==> config.mk <==
export PLATFORM = sky130hd
export DESIGN_NAME = fetch_sequencer
export DESIGN_NICKNAME = d
export VERILOG_FILES = /design/src/rtl/fetch_sequencer.sv
export SDC_FILE = /design/constraint.sdc
export NUM_CORES = 1
export LEC_CHECK = 0
export BUFFER_PORTS_ARGS = -buffer_cell sky130_fd_sc_hd__buf_2
export CAP_MARGIN = 20
export CORE_ASPECT_RATIO = 0.8
export CORE_UTILIZATION = 47
export CTS_BUF_LIST = sky130_fd_sc_hd__clkbuf_4
export DETAILED_ROUTE_END_ITERATION = 7
export MAX_ROUTING_LAYER = met4
export PLACE_DENSITY = 0.82
export SYNTH_ARGS = -nofsm -noshare
export SYNTH_HDL_FRONTEND = slang
export SYNTH_SLANG_ARGS = --single-unit
==> constraint.sdc <==
create_clock -name clk -period 2.6 [get_ports clk]
set_input_delay 0 -clock clk [delete_from_list [all_inputs] [get_ports clk]]
set_output_delay 0 -clock clk [all_outputs]
set_load 0.03 [all_outputs]
==> src/rtl/fetch_sequencer.sv <==
// fetch_sequencer: program counter and fetch controller for a 1024 x 10-bit
// combinational instruction ROM. Presents each ROM word to decode over a
// valid/ready handshake, applies execute redirects, stops on the halt word
// and counts accepted fetches (saturating).
//
// Ports:
//   clk, rst_n        clock, asynchronous active-low reset
//   start             pulse: begin/restart execution (IDLE or HALT only)
//   rom_addr/rom_data ROM address out, same-cycle read data in
//   instr_data/pc     word and its PC presented to decode
//   instr_valid/ready decode handshake
//   redirect_valid/pc execute PC change (absolute target)
//   halted, running   FSM status
//   pc_wrap           sticky: sequential PC increment wrapped to 0
//   fetch_count       accepted fetches, saturating
//
// Optional feature, macro FETCH_BREAKPOINT_EN: adds bp_en, bp_addr, bp_hit.
// A breakpoint halts before fetching the word at bp_addr; the next start
// resumes at bp_addr with the compare suppressed for that first fetch.
module fetch_sequencer #(
  parameter int AW = 10,
  parameter int DW = 10,
  parameter logic [AW-1:0] RESET_PC = 10'd0,
  parameter logic [DW-1:0] HALT_WORD = 10'b0010000010,
  parameter int CW = 16
) (
  input  logic          clk,
  input  logic          rst_n,
  input  logic          start,
  output logic [AW-1:0] rom_addr,
  input  logic [DW-1:0] rom_data,
  output logic [DW-1:0] instr_data,
  output logic [AW-1:0] instr_pc,
  output logic          instr_valid,
  input  logic          instr_ready,
  input  logic          redirect_valid,
  input  logic [AW-1:0] redirect_pc,
  output logic          halted,
  output logic          running,
  output logic          pc_wrap,
  output logic [CW-1:0] fetch_count
`ifdef FETCH_BREAKPOINT_EN
  ,
  input  logic          bp_en,
  input  logic [AW-1:0] bp_addr,
  output logic          bp_hit
`endif
);

  typedef enum logic [1:0] {IDLE, RUN, HALT} state_t;

  state_t        state;
  logic [AW-1:0] pc;
  logic          in_run;
  logic          bp_stop;

  assign in_run     = (state == RUN);
  assign rom_addr   = pc;
  assign instr_data = rom_data;
  assign instr_pc   = pc;

`ifdef FETCH_BREAKPOINT_EN
  logic bp_skip;  // set on resume from a breakpoint so it does not re-trigger
  // A redirect discards the current word anyway, so it takes precedence.
  assign bp_stop = in_run && !redirect_valid && bp_en && (pc == bp_addr) && !bp_skip;
`else
  assign bp_stop = 1'b0;
`endif

  // Bubble during a redirect; otherwise valid for the whole RUN state.
  assign instr_valid = in_run && !redirect_valid && !bp_stop;

  always_ff @(posedge clk or negedge rst_n) begin
    if (!rst_n) begin
      state       <= IDLE;
      pc          <= RESET_PC;
      halted      <= 1'b0;
      running     <= 1'b0;
      pc_wrap     <= 1'b0;
      fetch_count <= '0;
`ifdef FETCH_BREAKPOINT_EN
      bp_hit      <= 1'b0;
      bp_skip     <= 1'b0;
`endif
    end else begin
      case (state)
        IDLE: begin
          if (start) begin
            state   <= RUN;
            running <= 1'b1;
            pc      <= RESET_PC;
          end
        end
        RUN: begin
          if (redirect_valid) begin
            pc <= redirect_pc;
`ifdef FETCH_BREAKPOINT_EN
            bp_skip <= 1'b0;
`endif
          end else if (bp_stop) begin
            state   <= HALT;
            running <= 1'b0;
            halted  <= 1'b1;
`ifdef FETCH_BREAKPOINT_EN
            bp_hit  <= 1'b1;
`endif
          end else if (instr_ready) begin
            if (fetch_count != {CW{1'b1}}) fetch_count <= fetch_count + CW'(1);
`ifdef FETCH_BREAKPOINT_EN
            bp_skip <= 1'b0;
`endif
            if (rom_data == HALT_WORD) begin
              // pc keeps pointing at the halt word
              state   <= HALT;
              running <= 1'b0;
              halted  <= 1'b1;
            end else begin
              pc <= pc + AW'(1);
              if (pc == {AW{1'b1}}) pc_wrap <= 1'b1;
            end
          end
        end
        HALT: begin
          if (start) begin
            state   <= RUN;
            running <= 1'b1;
            halted  <= 1'b0;
`ifdef FETCH_BREAKPOINT_EN
            // Resume at the breakpoint address (pc already holds it).
            pc      <= bp_hit ? pc : RESET_PC;
            bp_skip <= bp_hit;
            bp_hit  <= 1'b0;
`else
            pc      <= RESET_PC;
`endif
          end
        end
        default: begin
          state   <= IDLE;
          running <= 1'b0;
          halted  <= 1'b0;
        end
      endcase
    end
  end

endmodule
==> key figures, run 1 <==
Status
  – Status: completed

GRT
  – Initial antenna violation count: 0
  – GR Util All Layers: 0.234
  – Vias in the first global route: 1655
  – First-pass GRT wire length: 7.58 mm
  – GRT Residual Overflow: 0
  – Largest net degree at the start of global routing: 32

Routing
  – Wirelength per Cell: 14.3 um
  – DR DRC count: 0
  – Via/cell ratio: 5.59
  – Routed WL: 4.72 mm
  – Total number of vias: 1838
  – DRT antenna net count: 0
  – Pre-antenna DRT Iters: 4
  – DRT iter0 DRCs: 249

Cells and area
  – Design area: 2390 um^2
  – Ant. Diodes: 0
  – Share of cells above drive strength 1: 0.343
  – Nets@finish: 300
  – Area growth, synth to finish: 18.0%

Clock network
  – H-Tree Level Count: 2
  – CTS tree: built
  – Num CTS Buffers: 5
  – Postcts setup bufs: 0
  – Worst skew pair latency: 340 ps
  – Worst-path clk slew: 90 ps
  – Clk root buf: clkbuf_4
  – CTS Sinks: 31
  – Clock buffer depth: 2

Floorplan
  – Initial Utilization: 0.512
  – Die Area: 4580 um^2
  – Die Width: 75.4 um
  – Boundary pin count: 75
  – Core footprint: 3950 um^2
  – Die H: 60.7 um
  – # rows: 20

Yosys
  – Post-Syn Nets: 240
  – Share of the synthesized area in the top cell type: 0.383
  – Synth area leaders: dfrtp_1 38%, buf_4 7.8%, o211ai_1 3.7%
  – Post-Syn Area: 2020 um^2
  – Post-Synth Adder-Cell Area: 0.0124
  – #FFs+latches synth: 31
  – Post-synth EDFFs: 0
  – Complex-gate fraction of the synthesized area: 0.183
  – Synth Flop Type: dfrtp_1
  – Post-Synth Simple-Gate Area: 0.227
  – Cell variety after synth: 50
  – Ys async rst share: 1.00
  – Xor and xnor area share after synthesis: 0.0606
  – Cells after synthesis: 213
  – Avg Inst Size Synth: 9.50 um^2
  – Seq/Total Area, Yosys: 0.383
  – Synth area leader: dfrtp_1
  – Multiplexer share of the synthesized area: 0.0167
  – Main combinational cell family by area after synthesis: simple AND/OR/NAND/NOR gates
  – Synth Warn #: 0

Critical path
  – Buffers and inverters on the worst path: 0
  – CP startpoint kind: flop
  – Cell Chain, Critical Path: nand4bb_1, nor4_4, nor3b_1, xor2_1
  – R2r startpoint: state[1]$_DFFE_PN0P_
  – WP data arrival: 2250 ps
  – Crit path kind: reg -> reg
  – CP Launch Point: state[1]$_DFFE_PN0P_
  – Setup crit end kind: flop
  – Critical Path RT: 2860 ps
  – Worst-path maximum fanout: 10
  – CP delay by family, top: simple AND/OR/NAND/NOR gates
  – Biggest cell delay along the critical path: 590 ps
  – Slowest cell on crit path: nand4bb_1

Timing
  – RSZ-0062 raised after global routing: no
  – Final Skew: 9.01 ps
  – Slew Limit Fails: 0
  – Final period utilization: 0.766
  – Slew Limit Headroom: 0.481
  – Hold Vio Cnt, Final: 0
  – Fmax: 502 MHz
  – Worst Tran Pin Value: 775 ps
  – Min Tclk post-route: 1990 ps
  – Setup TNS: 0 ps
  – Endpoints failing setup: 0

Power
  – Leak: 1.16 nW
  – Peak supply drop: 0.000261 V
  – P per Cell Area: 622 nW/um^2

Placement
  – Dpl cell area: 2260 um^2
  – RD Place Congestion: 0.852
  – DP Wirelength: 3.43 mm
  – Buffers added on ports: 74

Hold path
  – Hold Path Class: in -> reg
  – Worst hold start: instr_ready

Job
  – Max Cap Viol: 0
-- Yosys cell counts (2+ instances only) --
cell and instances:
o21ai_0 5, buf_6 2, o211ai_1 10, o41ai_1 4
mux2_1 2, o2bb2ai_1 3, a21oi_1 6, buf_4 21
a31oi_1 3, a2111oi_2 2, nor3b_1 2, dfrtp_1 31
inv_1 9, nor2b_1 2, nand2_1 18, nand3_1 11
o21ai_1 9, nand4_1 7, buf_2 3, nor4b_2 3
nor2_1 10, xor2_1 8, nor3_1 7, clkbuf_1 2
xnor2_1 6, nor4_1 2, ha_1 2
-- final timing paths --
check	endpoint	slack (ps)	depth (start not counted)
setup / recovery	fetch_count[12]$_DFFE_PN0P_	610	4
hold reg to reg	pc_wrap$_DFFE_PN0P_	490	1
min in group asynchronous	instr_pc[0]$_DFFE_PN0P_	230	2
hold / removal	state[1]$_DFFE_PN0P_	30	2
max in group asynchronous	fetch_count[2]$_DFFE_PN0P_	1920	2
setup reg to reg	fetch_count[12]$_DFFE_PN0P_	610	4
-- layer usage --
layer | share of wire | GRT usage | vias to the layer above
met2 | 0.46 | 0.351 | 77
met1 | 0.46 | 0.307 | 861
met3 | 0.063 | 0.0432 | 11
met4 | 0.021 | 0.114 | 0
met5 | 0 | - | -
li1 | - | - | 889
-- cells by family (layout without fill, tap and decap cells) --
logic type	count (synthesis)	count (layout)
compound gates	51	51
flops	31	31
simple gates	75	75
buf+inv	37	98
fa+ha+maj	2	2
xor+xnor	14	14
mux	3	3
-- through the flow --
step                      hold WS (ps)  power [mW]  setup WS, ps  cells  utilization
after floorplan                   -296        1.06           778    213            -
after CTS                         7.34        1.49           613    329        0.604
after global placement            76.2        1.18           785    314        0.572
after detailed placement          82.4        1.19           638    314        0.572
final                             30.1        1.49           609    329        0.604
after global routing              43.0        1.56           525    329        0.604
-- report_power, final --
part	internal (mW)	total, mW	switching (mW)
clock network	0.126	0.292	0.166
registers	0.549	0.662	0.112
logic	0.168	0.531	0.363
total	0.843	1.49	0.642
-- registers in the layout, indices dropped and copies added, names as in the netlist --
name,flops
halted,1
state,2
fetch_count,16
running,1
pc_wrap,1
instr_pc,10
-- cells in the final DEF (no fill, tap or decap), types with 2 or more instances in the layout --
| master | n |
|---|---|
| clkbuf_4 | 7 |
| mux2_1 | 2 |
| o21ai_1 | 9 |
| nor4b_2 | 3 |
| buf_2 | 74 |
| a21oi_1 | 6 |
| o2bb2ai_1 | 3 |
| nor2b_1 | 2 |
| xor2_1 | 8 |
| dlygate4sd3_1 | 7 |
| dfrtp_1 | 31 |
| inv_1 | 9 |
| nand4_1 | 7 |
| ha_1 | 2 |
| o21ai_0 | 5 |
| nand3_1 | 11 |
| nand2_1 | 18 |
| o211ai_1 | 10 |
| o41ai_1 | 4 |
| nor4_1 | 2 |
| nor3_1 | 7 |
| a2111oi_2 | 2 |
| nor2_1 | 10 |
| nor3b_1 | 2 |
| a31oi_1 | 3 |
| xnor2_1 | 6 |
-- final cells by class --
cell class,count,area [um^2]
clock buffer,7,52.6
timing repair buffer,81,440
sequential,31,776
clock inverter,1,5.00
multi-input combinational,145,1010
inverter,9,33.8
tap,55,68.8
fill,358,1570
-- what timing repair did --
action	4_1_cts	5_1_grt
hold endpoints to repair	39	0
hold buffers	7	0
resized for setup	0	0
(Power assumes the default switching activity.)
==> run 2: changes to the inputs <==
CORE_UTILIZATION = 46   (was 47)
PLACE_DENSITY = 0.83   (was 0.82)
clock period = 1.7 ns   (was 2.6 ns; I/O delays follow)
==> key figures, run 2 (synthesized netlist as in run 1, its figures left out) <==
Cells and area
  – Commonest non-fill, non-tap cells in the layout: 74 x buf_2, 24 x dfrtp_1, 18 x nand2_1, 11 x nand3_1, 10 x o211ai_1
  – Ant. Diodes: 0 (unchanged)
  – Most common cell after layout, fill and taps aside: buf_2
  – Final Util: 0.593 (-0.0116)
  – Nets@finish: 309 (+3.0%)
  – Max reg flops: 16 (unchanged)
  – Area growth, synth to finish: 23.1%
  – FILL cells: 361 (+0.84%)
  – Biggest register: fetch_count
  – Share of cells above drive strength 1: 0.403 (+0.0598)

Clock network
  – Worst skew pair latency: 340 ps (about the same)
  – Num CTS Buffers: 5 (unchanged)
  – Postcts setup bufs: 0 (unchanged)
  – H-Tree Level Count: 2 (unchanged)
  – CTS tree: built
  – Clk root buf: clkbuf_4
  – CTS Sinks: 31 (unchanged)
  – Worst-path clk slew: 100 ps (about the same)
  – Clock buffer depth: 2 (unchanged)

Hold path
  – Worst hold path stage count: 3 (+1)
  – Hold Path Class: in -> reg
  – WHS Endpoint: state[0]$_DFFE_PN0P_
  – Worst hold start: redirect_valid

Critical path
  – Worst-path maximum fanout: 5 (-5)
  – R2r startpoint: fetch_count[13]$_DFFE_PN0P_
  – Reg2Reg Depth: 4 (unchanged)
  – WP data arrival: 1830 ps (-420 ps)
  – Cell Chain, Critical Path: nand4_1, nor3_4, a21oi_2, mux2_1
  – Worst reg2reg path endpoint: fetch_count[1]$_DFFE_PN0P_
  – CP startpoint kind: flop
  – Slowest cell on crit path: dfrtp_1
  – Biggest cell delay along the critical path: 420 ps (-170 ps)
  – Critical Path RT: 1920 ps (-940 ps)
  – Buffers and inverters on the worst path: 0 (unchanged)
  – Crit path kind: reg -> reg
  – Setup crit end kind: flop
  – CP delay by family, top: simple AND/OR/NAND/NOR gates
  – R2r setup slk: 90 ps (-520 ps)

Timing
  – Min Tclk post-route: 1610 ps (-376 ps)
  – Endpoints failing setup: 0 (unchanged)
  – Final WS setup: 85.4 ps (-524 ps)
  – Worst Tran Pin Value: 802 ps (+27.6 ps)
  – Slew Limit Headroom: 0.463 (-0.0185)
  – Final period utilization: 0.950 (+0.184)
  – Final Skew: 9.64 ps (+0.636 ps)
  – Hold Vio Cnt, Final: 0 (unchanged)
  – Fmax: 619 MHz (+23%)
  – Setup TNS: 0 ps (unchanged)
  – Slew Limit Fails: 0 (unchanged)
  – RSZ-0062 raised after global routing: no

Placement
  – Buffers added on ports: 74 (unchanged)
  – RD Place Congestion: 0.902 (+5.8%)
  – DP Wirelength: 3.67 mm (+6.8%)
  – Worst slack, placed: 16.2 ps (-622 ps)

Status
  – Status: completed

Floorplan
  – Die Area: 4670 um^2 (+2.1%)
  – # rows: 21 (+5.0%)
  – Die Width: 76.2 um (+1.1%)
  – Die H: 61.3 um (+1.0%)
  – Boundary pin count: 75 (unchanged)
  – Initial Utilization: 0.482 (-0.0305)
  – Core footprint: 4200 um^2 (+6.3%)

GRT
  – Vias in the first global route: 1734 (+4.8%)
  – First-pass GRT wire length: 8.00 mm (+5.6%)
  – Largest net degree at the start of global routing: 32 (unchanged)
  – GR Util All Layers: 0.229 (-0.00562)
  – GRT Residual Overflow: 0 (unchanged)
  – Initial antenna violation count: 0 (unchanged)

Power
  – Peak supply drop: 0.000475 V (+82%)
  – Leak: 1.18 nW (+2.5%)
  – P per Cell Area: 930 nW/um^2 (+50%)

Routing
  – Via/cell ratio: 5.66 (+1.4%)
  – Routed WL: 5.05 mm (+7.0%)
  – Pre-antenna DRT Iters: 4 (unchanged)
  – Wirelength per Cell: 14.9 um (+3.6%)
  – Total number of vias: 1926 (+4.8%)
  – DR DRC count: 0 (unchanged)
  – DRT antenna net count: 0 (unchanged)
  – DRT iter0 DRCs: 155 (-38%)

Job
  – Max Cap Viol: 0 (unchanged)
==> run 2: worst min-delay path, stage by stage <==
cell	delay (ps)
buf_2	120
nor3_1	80
o21ai_0	140
==> run 2: per-layer routing <==
metal	vias up	global-route usage	share of wire
met4	0	0.0632	0.010
met2	95	0.377	0.48
met3	7	0.0533	0.071
li1	911	-	-
met1	913	0.289	0.44
met5	-	-	0
==> run 2: metrics by stage <==
| step | total power [mW] | hold WS, ps | std cells | area, um^2 |
|---|---|---|---|---|
| 2_1_floorplan | 1.63 | -296 | 213 | 2030 |
| 3_3_place_gp | 1.84 | 73.3 | 325 | 2340 |
| 3_5_place_dp | 1.87 | 73.6 | 325 | 2340 |
| 4_1_cts | 2.29 | 6.82 | 340 | 2460 |
| 5_1_grt | 2.44 | 51.7 | 340 | 2490 |
| 6_report | 2.32 | 37.1 | 340 | 2490 |
==> run 2: where the power goes <==
group / switching (mW) / internal, mW
clock: 0.252 / 0.169
sequential: 0.158 / 0.848
combinational: 0.598 / 0.291
total: 1.01 / 1.31
==> run 2: layout make-up <==
class	instances	area (um^2)	share of cell area
sequential	31	785	0.315
timing repair buffer	90	508	0.204
clock inverter	2	7.51	0.00301
inverter	9	33.8	0.0136
multi-input combinational	145	1040	0.418
tap	57	71.3	0.0286
clock buffer	6	45.0	0.0181
==> run 2: timing repair <==
item                                    4_1_cts  5_1_grt
endpoints found under the setup margin        7        6
endpoints found under the hold margin        39        0
hold buffers                                  7        0
pin swaps                                     0        2
gates resized for setup                       1        7
==> run 2: worst max-delay path by stage <==
stage                                 from  cells after the start  slack (ps)                          to
6_report       fetch_count[13]$_DFFE_PN0P_                      4          90  fetch_count[1]$_DFFE_PN0P_
5_1_grt            instr_pc[1]$_DFFE_PN0P_                      5          10     instr_pc[8]$_DFFE_PN0P_
4_1_cts         fetch_count[0]$_DFFE_PN0P_                      5          60  fetch_count[5]$_DFFE_PN0P_
3_5_place_dp          state[1]$_DFFE_PN0P_                      4          20     instr_pc[6]$_DFFE_PN0P_
3_3_place_gp          state[1]$_DFFE_PN0P_                      4         110     instr_pc[6]$_DFFE_PN0P_
2_1_floorplan  fetch_count[13]$_DFFE_PN0P_                      4           2  fetch_count[1]$_DFFE_PN0P_
==> run 3: changes to the inputs <==
CELL_PAD_IN_SITES_DETAIL_PLACEMENT = 0   (was not set)
CELL_PAD_IN_SITES_GLOBAL_PLACEMENT = 1   (was not set)
CORE_UTILIZATION = 34   (was 46)
==> key figures, run 3 (synthesized netlist as in run 1, its figures left out) <==
Status
  – Status: completed

Clock network
  – Clk root buf: clkbuf_4
  – H-Tree Level Count: 2 (unchanged)
  – CTS Sinks: 31 (unchanged)
  – Clock buffer depth: 2 (unchanged)
  – Worst-path clk slew: 100 ps (about the same)
  – Num CTS Buffers: 5 (unchanged)
  – Worst skew pair latency: 340 ps (about the same)
  – CTS tree: built

GRT
  – GRT Residual Overflow: 0 (unchanged)
  – Initial antenna violation count: 0 (unchanged)
  – Vias in the first global route: 1715 (-1.1%)
  – First-pass GRT wire length: 8.39 mm (+4.8%)
  – GR Util All Layers: 0.181 (-0.0481)
  – Largest net degree at the start of global routing: 32 (unchanged)

Cells and area
  – Design area: 2540 um^2 (+1.9%)
  – Commonest non-fill, non-tap cells in the layout: 74 x buf_2, 25 x dfrtp_1, 18 x nand2_1, 11 x nand3_1, 10 x o211ai_1
  – Area growth, synth to finish: 25.4%
  – Nets@finish: 311 (+0.65%)
  – Final Util: 0.455 (-0.138)
  – FILL cells: 564 (+56%)
  – Max reg flops: 16 (unchanged)
  – Most common cell after layout, fill and taps aside: buf_2
  – Biggest register: fetch_count
  – Final std cells w/o fill: 363 (+6.8%)
  – Ant. Diodes: 0 (unchanged)
  – Share of cells above drive strength 1: 0.396 (-0.00634)

Floorplan
  – Die Width: 88.3 um (+16%)
  – Initial Utilization: 0.362 (-0.119)
  – Die Area: 6270 um^2 (+34%)
  – Core footprint: 5590 um^2 (+33%)
  – # rows: 24 (+14%)
  – Boundary pin count: 75 (unchanged)
  – Die H: 71.0 um (+16%)

Timing
  – Endpoints failing setup: 0 (unchanged)
  – Hold Vio Cnt, Final: 0 (unchanged)
  – Slew Limit Fails: 0 (unchanged)
  – Final Skew: 10.4 ps (+0.708 ps)
  – RSZ-0062 raised after global routing: yes
  – Worst Tran Pin Value: 709 ps (-93.8 ps)
  – Min Tclk post-route: 1640 ps (+21.1 ps)
  – Final period utilization: 0.962 (+0.0124)
  – Slew Limit Headroom: 0.528 (+0.0650)
  – Fmax: 611 MHz (-1.3%)

Routing
  – DRT antenna net count: 0 (unchanged)
  – Routed WL: 5.12 mm (+1.4%)
  – DR DRC count: 0 (unchanged)
  – DRT iter0 DRCs: 119 (-23%)
  – Total number of vias: 1875 (-2.6%)
  – Wirelength per Cell: 14.1 um (-5.1%)
  – Via/cell ratio: 5.17 (-8.8%)
  – Pre-antenna DRT Iters: 4 (unchanged)

Power
  – Psw: 1.02 mW (+1.2%)
  – Leak: 1.20 nW (+1.3%)
  – P per Cell Area: 913 nW/um^2 (-1.8%)
  – Sequential power share: 0.431 (-0.004)
  – Peak supply drop: 0.000343 V (-28%)
  – Int Pwr: 1.30 mW (-0.76%)
  – Sw Ratio: 0.440 (+0.00487)
  – Fraction of power consumed by combinational cells: 0.382 (-0.002)
  – Clock share of power: 0.187 (+0.005)

Placement
  – Dpl cell area: 2370 um^2 (+1.1%)
  – DP Wirelength: 3.85 mm (+5.0%)
  – Cells after DPL: 346 (+6.5%)
  – RD Place Congestion: 0.809 (-10%)
  – Buffers added on ports: 74 (unchanged)

Job
  – Max Cap Viol: 0 (unchanged)

Critical path
  – Slowest cell on crit path: dfrtp_2
  – Cell Chain, Critical Path: ha_1, inv_2, nor2_4, a21oi_2, mux2_1
  – Setup crit end kind: flop
  – Biggest cell delay along the critical path: 450 ps (+30 ps)
  – Reg2Reg Depth: 5 (+1)
  – Crit path kind: reg -> reg
  – Worst-path maximum fanout: 6 (+1)
  – Critical Path RT: 1910 ps (about the same)
  – CP startpoint kind: flop
  – WP data arrival: 1850 ps (+20 ps)

Hold path
  – Hold Path Class: in -> reg
  – Worst hold path stage count: 3 (unchanged)
-- run 3: cell count changes in the layout (fill, tap and decap cells not counted), sizes merged --
cell         before  now
buf              83   84
dlygate4sd3       7    8
-- run 3: final timing paths --
check                                             endpoint                       start  slack, ps
worst min-delay path                  state[0]$_DFFE_PN0P_              redirect_valid         30
worst min register to register  fetch_count[8]$_DFFE_PN0P_  fetch_count[8]$_DFFE_PN0P_        500
min in group asynchronous          instr_pc[0]$_DFFE_PN0P_                       rst_n        250
worst max register to register  fetch_count[1]$_DFFE_PN0P_  fetch_count[0]$_DFFE_PN0P_         60
worst max-delay path            fetch_count[1]$_DFFE_PN0P_  fetch_count[0]$_DFFE_PN0P_         60
max in group asynchronous       fetch_count[0]$_DFFE_PN0P_                       rst_n        940
-- run 3: per-stage QoR --
step	total power, mW	setup WS [ps]	hold WS (ps)	TNS (ps)
after global routing	2.47	-19.0	46.2	-22.7
after floorplan	1.63	2.18	-296	0
after CTS	2.33	11.5	8.03	0
after global placement	1.85	112	95.7	0
final	2.32	64.3	27.6	0
after detailed placement	1.87	31.8	106	0
-- run 3: timing repair --
action | CTS | global route
hold buffers | 8 | 0
setup endpoints to repair | 0 | 12
setup buffers | 0 | 1
endpoints found under the hold margin | 40 | 0
gates resized for setup | 0 | 7
-- run 3: power groups by stage --
stage / sequential (mW) / clock (mW) / combinational, mW
floorplan: 1.19 / 0 / 0.439
global placement: 1.00 / 0 / 0.846
detailed placement: 1.01 / 0 / 0.857
CTS: 0.996 / 0.455 / 0.874
global route: 1.02 / 0.488 / 0.955
finish: 0.999 / 0.433 / 0.886
-- run 3: layer usage --
layer  up-vias  global-route usage  part of all wire
met4         0              0.0538             0.013
met3         6              0.0490             0.055
met2        54               0.258              0.45
met1       895               0.249              0.48
met5         -                   -                 0
li1        920                   -                 -
-- run 3: final cells by class --
class                      count  area (um^2)  share of cell area
timing repair buffer          92          529               0.208
clock inverter                 2         7.51             0.00296
tap                           78         97.6              0.0384
inverter                       9         33.8              0.0133
multi-input combinational    145         1040               0.411
clock buffer                   6         45.0              0.0177
sequential                    31          783               0.309
-- run 3: worst max-delay path, delay by kind of cell, from the launching register on --
family                     cells  cell delay, ps
adders and majority gates      1             280
muxes                          1             360
AOI/OAI and AO/OA              1             210
DFF                            1             450
buffers and inverters          1             140
and+or+nand+nor                1              70
